### src/rtl/loader_pkg.sv
// Shared types and constants for the front-panel memory loader.
package loader_pkg;

    localparam int DEBOUNCE_CYCLES_DEF = 16;

    typedef enum logic [2:0] {
        S_IDLE      = 3'd0,
        S_ADDR_WAIT = 3'd1,
        S_DATA_WAIT = 3'd2,
        S_WRITE     = 3'd3,
        S_INCR      = 3'd4
    } state_e;

    function automatic logic [7:0] sat_inc8(input logic [7:0] v);
        return (v == 8'hFF) ? v : v + 8'd1;
    endfunction

endpackage

### src/rtl/btn_debounce.sv
// Pushbutton conditioner: 2-FF synchronizer, stability counter, rising-edge pulse.
module btn_debounce #(
    parameter int DEBOUNCE_CYCLES = 16
) (
    input  logic clk,
    input  logic rst_n,
    input  logic btn_i,
    output logic pulse_o
);

    localparam int CW = $clog2(DEBOUNCE_CYCLES + 1);

    logic [1:0]    sync_q, sync_d;
    logic [CW-1:0] cnt_q, cnt_d;
    logic          level_q, level_d;
    logic          armed_q, armed_d;
    logic          pulse_q, pulse_d;

    // Synchronizer resets to "pressed" so a button held through reset is never armed
    // until it has been seen released.
    always_comb begin
        sync_d  = {sync_q[0], btn_i};
        cnt_d   = cnt_q;
        level_d = level_q;
        pulse_d = 1'b0;
        armed_d = armed_q | (~sync_q[1] & ~level_q);
        if (sync_q[1] == level_q) begin
            cnt_d = '0;
        end else if (cnt_q == CW'(DEBOUNCE_CYCLES - 1)) begin
            cnt_d   = '0;
            level_d = sync_q[1];
            pulse_d = sync_q[1] & armed_q;
        end else begin
            cnt_d = cnt_q + CW'(1);
        end
    end

    always_ff @(posedge clk or negedge rst_n) begin
        if (!rst_n) begin
            sync_q  <= 2'b11;
            cnt_q   <= '0;
            level_q <= 1'b0;
            armed_q <= 1'b0;
            pulse_q <= 1'b0;
        end else begin
            sync_q  <= sync_d;
            cnt_q   <= cnt_d;
            level_q <= level_d;
            armed_q <= armed_d;
            pulse_q <= pulse_d;
        end
    end

    assign pulse_o = pulse_q;

endmodule

### src/rtl/panel_loader.sv
// Front-panel loader: switches and two buttons enter an address, then a stream of
// data words written to consecutive RAM locations while the CPU is held in reset.
//
// state     | meaning
// IDLE      | CPU running, panel inactive
// ADDR_WAIT | waiting for start address on sw
// DATA_WAIT | waiting for a data word on sw
// WRITE     | one-cycle RAM write strobe
// INCR      | advance write address
module panel_loader
    import loader_pkg::*;
#(
    parameter int DEBOUNCE_CYCLES = DEBOUNCE_CYCLES_DEF
) (
    input  logic       clk,
    input  logic       reset,
    input  logic [7:0] sw,
    input  logic       btn_enter,
    input  logic       btn_load,
    output logic [7:0] mem_addr,
    output logic [7:0] mem_data,
    output logic       mem_wren,
    output logic       LD_ADDR,
    output logic       LD_DAT,
    output logic       cpu_hold,
    output logic [7:0] wr_count,
    output logic [2:0] STATE
);

    logic       enter_p;
    logic       load_p;
    state_e     state_q, state_d;
    logic [7:0] addr_q, addr_d;
    logic [7:0] data_q, data_d;
    logic [7:0] cnt_q, cnt_d;

    btn_debounce #(.DEBOUNCE_CYCLES(DEBOUNCE_CYCLES)) u_db_enter (
        .clk     (clk),
        .rst_n   (reset),
        .btn_i   (btn_enter),
        .pulse_o (enter_p)
    );

    btn_debounce #(.DEBOUNCE_CYCLES(DEBOUNCE_CYCLES)) u_db_load (
        .clk     (clk),
        .rst_n   (reset),
        .btn_i   (btn_load),
        .pulse_o (load_p)
    );

    // Load is checked first so a simultaneous enter never latches or writes.
    always_comb begin
        state_d = state_q;
        addr_d  = addr_q;
        data_d  = data_q;
        cnt_d   = cnt_q;
        case (state_q)
            S_IDLE: begin
                if (load_p) begin
                    state_d = S_ADDR_WAIT;
                    cnt_d   = 8'h00;
                end
            end
            S_ADDR_WAIT: begin
                if (load_p) begin
                    state_d = S_IDLE;
                end else if (enter_p) begin
                    addr_d  = sw;
                    state_d = S_DATA_WAIT;
                end
            end
            S_DATA_WAIT: begin
                if (load_p) begin
                    state_d = S_IDLE;
                end else if (enter_p) begin
                    data_d  = sw;
                    state_d = S_WRITE;
                end
            end
            S_WRITE: begin
                cnt_d   = sat_inc8(cnt_q);
                state_d = S_INCR;
            end
            S_INCR: begin
                addr_d  = addr_q + 8'd1;
                state_d = S_DATA_WAIT;
            end
            default: state_d = S_IDLE;
        endcase
    end

    always_ff @(posedge clk or negedge reset) begin
        if (!reset) begin
            state_q <= S_IDLE;
            addr_q  <= 8'h00;
            data_q  <= 8'h00;
            cnt_q   <= 8'h00;
        end else begin
            state_q <= state_d;
            addr_q  <= addr_d;
            data_q  <= data_d;
            cnt_q   <= cnt_d;
        end
    end

    // Control outputs decode straight from the state register, so reset clears them at once.
    assign mem_wren = (state_q == S_WRITE);
    assign LD_ADDR  = (state_q == S_ADDR_WAIT);
    assign LD_DAT   = (state_q == S_DATA_WAIT);
    assign cpu_hold = (state_q != S_IDLE);
    assign STATE    = state_q;
    assign mem_addr = addr_q;
    assign mem_data = data_q;
    assign wr_count = cnt_q;

endmodule

### config.mk
export PLATFORM = sky130hd
export DESIGN_NAME = panel_loader
export DESIGN_NICKNAME = d
export VERILOG_FILES = /design/src/rtl/loader_pkg.sv /design/src/rtl/btn_debounce.sv /design/src/rtl/panel_loader.sv
export SDC_FILE = /design/constraint.sdc
export NUM_CORES = 1
export LEC_CHECK = 0
export BUFFER_PORTS_ARGS = -buffer_cell sky130_fd_sc_hd__buf_2
export CORE_UTILIZATION = 38
export CTS_CLUSTER_SIZE = 24
export DETAILED_ROUTE_END_ITERATION = 10
export SLEW_MARGIN = 40
export SYNTH_ARGS = -nofsm -noshare
export SYNTH_HDL_FRONTEND = slang
export SYNTH_SLANG_ARGS = --single-unit
export TNS_END_PERCENT = 30
### constraint.sdc
create_clock -name clk -period 2.7 [get_ports clk]
set_clock_uncertainty 0.15 [all_clocks]
set_input_delay 0.81 -clock clk [delete_from_list [all_inputs] [get_ports clk]]
set_output_delay 0.81 -clock clk [all_outputs]
set_load 0.005 [all_outputs]
# After elaboration in Yosys (flattened, before gate mapping)
# Cells that the tools add are included.
[word_totals]
reg_bits = 47
memories = 0
word_cells = 76
latch_bits = 0
mem_bits_ro = 0
ramBits = 0
[op_classes]
multipliers = 0
n_reduce_logical = 10
addsub = 4
div_mod_pow = 0
n_mux = 20
eq_ne = 15
shifts = 0
n_bitwise = 13
magnitude_cmp = 0
[op_table]
columns = ["cell", "count"]
rows = [
  ["$mux 8", 4],
  ["$pmux 8 s2", 2],
  ["$mux 5", 4],
  ["$add 8x1->8 const B", 2],
  ["$mux 3", 5],
  ["$pmux 3 s5", 1],
  ["$reduce_and 3->1", 4],
  ["$add 5x1->5 const B", 2],
  ["$eq 5x4->1 const B", 2],
  ["$eq 8x8->1 const B", 1],
  ["$not 1->1", 7],
  ["$eq 3x2->1 const B", 2],
  ["$ne 3x1->1 const B", 2],
  ["$and 1x1->1", 4],
  ["$mux 1", 4],
  ["$ne 2x1->1 const B", 2],
  ["$ne 2x2->1 const B", 2],
  ["$reduce_and 2->1", 2],
  ["$reduce_bool 2->1", 2],
  ["$eq 3x1->1 const B", 1],
  ["$eq 3x3->1 const B", 1],
  ["$logic_not 3->1", 1],
  ["$reduce_bool 3->1", 1],
  ["$eq 1x1->1", 2],
  ["$or 1x1->1", 2],
]

# Logic depth before layout (Yosys ltp)
[depth]
ltp_word = 3
ltp_mapped = 6

# Cells and area by module
# A second synthesis with hierarchy kept.
[unflattened]
hier_cells = 196
area_unflattened_um2 = 2175.8
[modules_own_cells]
columns = ["module", "seq_area_each_um2", "area_per_inst_um2", "cells_each", "instances"]
rows = [
  ["panel_loader", 675.6, 1402.6, 136, 1],
  ["btn_debounce", 252.7, 386.6, 30, 2],
]

# Worst setup path after synthesis
# Ideal clock, no wire load.
[synth_path]
path_type = "register to output"
from = "register state_q[1] (netlist: STATE[1])"
to = "output LD_DAT"
arrival_ps = 902
stages_incl_launch_ff = 3
path_buffers = 0
path_slack_ps = 838
cell_sequence = "dfrtp_1 nor2b_1 and2b_4"
[synth_between]
elab_chain_cells = 1
[synth_lines]
columns = ["element", "line_no", "text"]
rows = [
  ["from (decl)", "panel_loader.sv:32", "state_e state_q, state_d;"],
  ["from (signal assigned)", "panel_loader.sv:99", "state_q <= state_d;"],
  ["$eq 3x2->1", "panel_loader.sv:109", "assign LD_DAT = (state_q == S_DATA_WAIT);"],
  ["to (decl)", "panel_loader.sv:24", "output logic LD_DAT,"],
]
# No other way between the ends.

# Final worst setup path
# Same ends and word-level chain as after synthesis.

==> summary.md <==
| Metric | Value |
|---|---|
| Gr ovfl total | 0 |
| Worst slew margin | ~64% |
| Die Area | 0.00609 mm^2 |
| Fraction of layout cells with a size suffix above 1 | ~33% |
| Syn nets | approximately 200 |
| Worst Setup End Kind | primary output |
| CP max FO | 8 |
| CTS tree | yes |
| Largest family of logic cells by synthesized area | simple AND/OR/NAND/NOR gates |
| Mux cell area share after synthesis | between 7 and 8% |
| RR Endpoint | wr_count[2] |
| Number of primary I/O pins | 43 |
| Worst path slowest cell | dfrtp_1 |
| Routed wire length | about 4000 um |
| Main flop type after synthesis | dfrtp_1 |
| Mapped Cells | approximately 190 |
| Final Power | 1.21 mW |
| Skew-Pair Late Insertion Delay | ~300 ps |
| Outcome | finished, final reports clean |
| Pre-CTS WS | between 600 and 700 ps |
| Clock sink count | between 40 and 50 |
| Max Buffers Root-to-Sink | 2 |
| Layout area overhead | 17.9% |
| Post-CTS Setup Repair Bufs | 0 |
| Cts hold-fix bufs | 0 |
| Max VDD drop | around 330 uV |
| Antenna cell count | 0 |
| Drt pass-1 iters | 4 |
| Final hold viol count | 0 |
| WHS Endpoint | u_db_load.sync_q[1] |
| Critical path launch point type | flip-flop |
| Slew Viols, Final | 0 |
| Reg2Reg Depth | 4 |
| Nets | 256 |
| H-tree depth | 2 |
| Largest net degree at the start of global routing | 25 |
| PostCTS Resize Cnt | 0 |
| Adder-Cell Fraction of Synth Area | between 3 and 4% |
| Largest stage delay, worst path | 550 ps |
| Reg-to-Reg Start | STATE[1] |
| Leakage | 1.43 nW |
| Initial antenna violation count | 0 |
| Num CTS Buffers | 5 |
| Core area | approximately 0.0055 mm^2 |
| Pwr dens | around 470 mW/mm^2 |
| Post-synthesis compound-gate area fraction | about an eighth |
| Setup TNS | 0 ps |
| Residual DRC | 0 |
| Max-Cap Viols | 0 |
| Crit-path cells | nor2b_1 -> and2b_4 -> buf_2 |
| Finished Core Util | 46.7% |
| Wire length per cell | between 10 and 15 um |
| Final WS setup | 337 ps |
| Placed Area | approximately 0.0025 mm^2 |
| Final HPWL DP | about 3000 um |
| Final std cells w/o fill | 311 |
| Worst EP arrival | approximately 1400 ps |
| Tightest Pin Transition | approximately 540 ps |
| Commonest non-fill, non-tap cell in the layout | dfrtp_1 |
| Antenna Nets Post-Route | 0 |
| Min Hold Slack | roughly 210 ps |
| Syn avg cell area | ~12 um^2 |
| Synthesized cell area | between 0.002 and 0.0025 mm^2 |
| Seq/Total Area, Yosys | a little over half |
| Synthesized flop and latch total | 47 |
| Commonest non-fill, non-tap cells in the layout | 43 x dfrtp_1, 42 x buf_2, 17 x nor2_1 |
| Die Ht | between 70 and 80 um |
| XOR/XNOR Fraction of Synth Area | 1.60% |
| Setup crit start | STATE[1] |
| Cell variety after synth | 48 |
| First-pass GRT wire length | approximately 7000 um |
| DRT iter0 DRCs | 119 |
| Initial Util | approximately two fifths |
| GP Congestion | approximately 0.80 |
| Simple-gate area share of the yosys netlist | 19.3% |
| Fmax achieved | between 400 and 500 MHz |
| Vias in the first global route | 1492 |
| Port-buffer cells | 42 |
| Vias | around 1500 |
| Root Driver | clkbuf_8 |
| Hold path depth | 0 |
| Via density | 4.94 |
| Synth async-reset ratio | 100% |
| Worst-path clk slew | 80 ps |
| Final min period | roughly 2400 ps |
| Crit share post-route | slightly below 90% |
| Final Cell Area | around 0.0026 mm^2 |
| Reg-to-reg slack, setup | between 900 and 1000 ps |
| Hold Crit Class | flip-flop to flip-flop |
| Tot GR Track Use | between 15 and 20% |
| Hold Startpoint | u_db_load.sync_q[0] |
| DP Cell Count | 303 |
| Unrepaired setup endpoints after global routing | no |
| Critical path type | flip-flop to primary output |
| Die W | between 70 and 80 um |
| # rows | 27 |
| Final setup vio count | 0 |
| FILL cells | 530 |
| Synth warn | 0 |
| Req. time, crit path | between 1500 and 2000 ps |
| Post-synth EDFFs | 0 |
==> state kept, by name (all words and copies together), names as in the netlist, 2 cells and up <==
| signal | cells |
|---|---|
| mem_data | 8 |
| u_db_load.sync_q | 2 |
| u_db_load.cnt_q | 5 |
| wr_count | 8 |
| u_db_enter.cnt_q | 5 |
| STATE | 3 |
| u_db_enter.sync_q | 2 |
| mem_addr | 8 |
==> layer usage <==
layer  track usage (%)  part of all wire, %  vias up
met3              5.23                  4.6        7
met4              6.48                  2.2        0
li1                  -                    -      772
met5                 0                    0        -
met2              22.5                   45       30
met1              19.9                   49      726
==> report_power, final <==
group          internal [mW]  switching (mW)
logic                 0.0279          0.0316
clock network          0.181           0.235
registers              0.722         0.00929
total                  0.931           0.276
==> worst max-delay path by stage <==
| stage | to | depth (start not counted) | slack [ps] |
|---|---|---|---|
| global placement | cpu_hold | 3 | 670 |
| finish | LD_DAT | 3 | 340 |
| CTS | cpu_hold | 3 | 320 |
| detailed placement | cpu_hold | 3 | 660 |
| floorplan | LD_DAT | 2 | 840 |
| global route | cpu_hold | 3 | 190 |
==> layout make-up <==
type	instances	area (um^2)	share of cell area [%]
well taps	72	90.1	3.48
clock buffers	6	72.6	2.80
repair buffers	44	225	8.70
clock inverters	2	12.5	0.483
flip-flops and latches	47	1180	45.6
multi-input cells	128	957	37.0
inverters	12	50.0	1.93
==> synthesized netlist by cell type (2+ instances only) <==
library cell | instances | area, um^2
and4_1 | 2 | 17.5
or2_2 | 2 | 12.5
nand4_1 | 2 | 12.5
a21oi_2 | 2 | 17.5
o21ai_0 | 4 | 20.0
mux2i_1 | 4 | 40.0
inv_1 | 11 | 41.3
nor2_1 | 17 | 63.8
mux2_4 | 8 | 120
nand3_1 | 12 | 60.1
and3_1 | 7 | 43.8
nor3_1 | 4 | 20.0
o21a_1 | 2 | 15.0
ha_1 | 6 | 75.1
nand2b_1 | 2 | 12.5
dfstp_2 | 4 | 105
o221a_2 | 2 | 22.5
xor2_1 | 4 | 35.0
a21o_1 | 2 | 15.0
nor3b_1 | 3 | 22.5
nand2_1 | 8 | 30.0
dfrtp_1 | 43 | 1080
a211o_1 | 3 | 26.3
a221o_1 | 2 | 20.0
and2_1 | 3 | 18.8
a21oi_1 | 7 | 35.0
==> critical path, delay by kind of cell, from the launching register on <==
| family | cells | cell delay, ps |
|---|---|---|
| buffers and inverters | 1 | 130 |
| and+or+nand+nor | 2 | 420 |
| DFF | 1 | 550 |
==> cell families (layout without fill, tap and decap cells) <==
| kind of cell | Yosys count | count (layout) |
|---|---|---|
| AO/OA/AOI/OAI | 34 | 34 |
| XOR/XNOR | 4 | 4 |
| adder cells (fa/ha/maj) | 6 | 6 |
| buffers and inverters | 13 | 64 |
| flip-flops | 47 | 47 |
| multiplexers | 12 | 12 |
| AND/OR/NAND/NOR | 72 | 72 |
No activity file was read; power rests on OpenSTA's default activity.
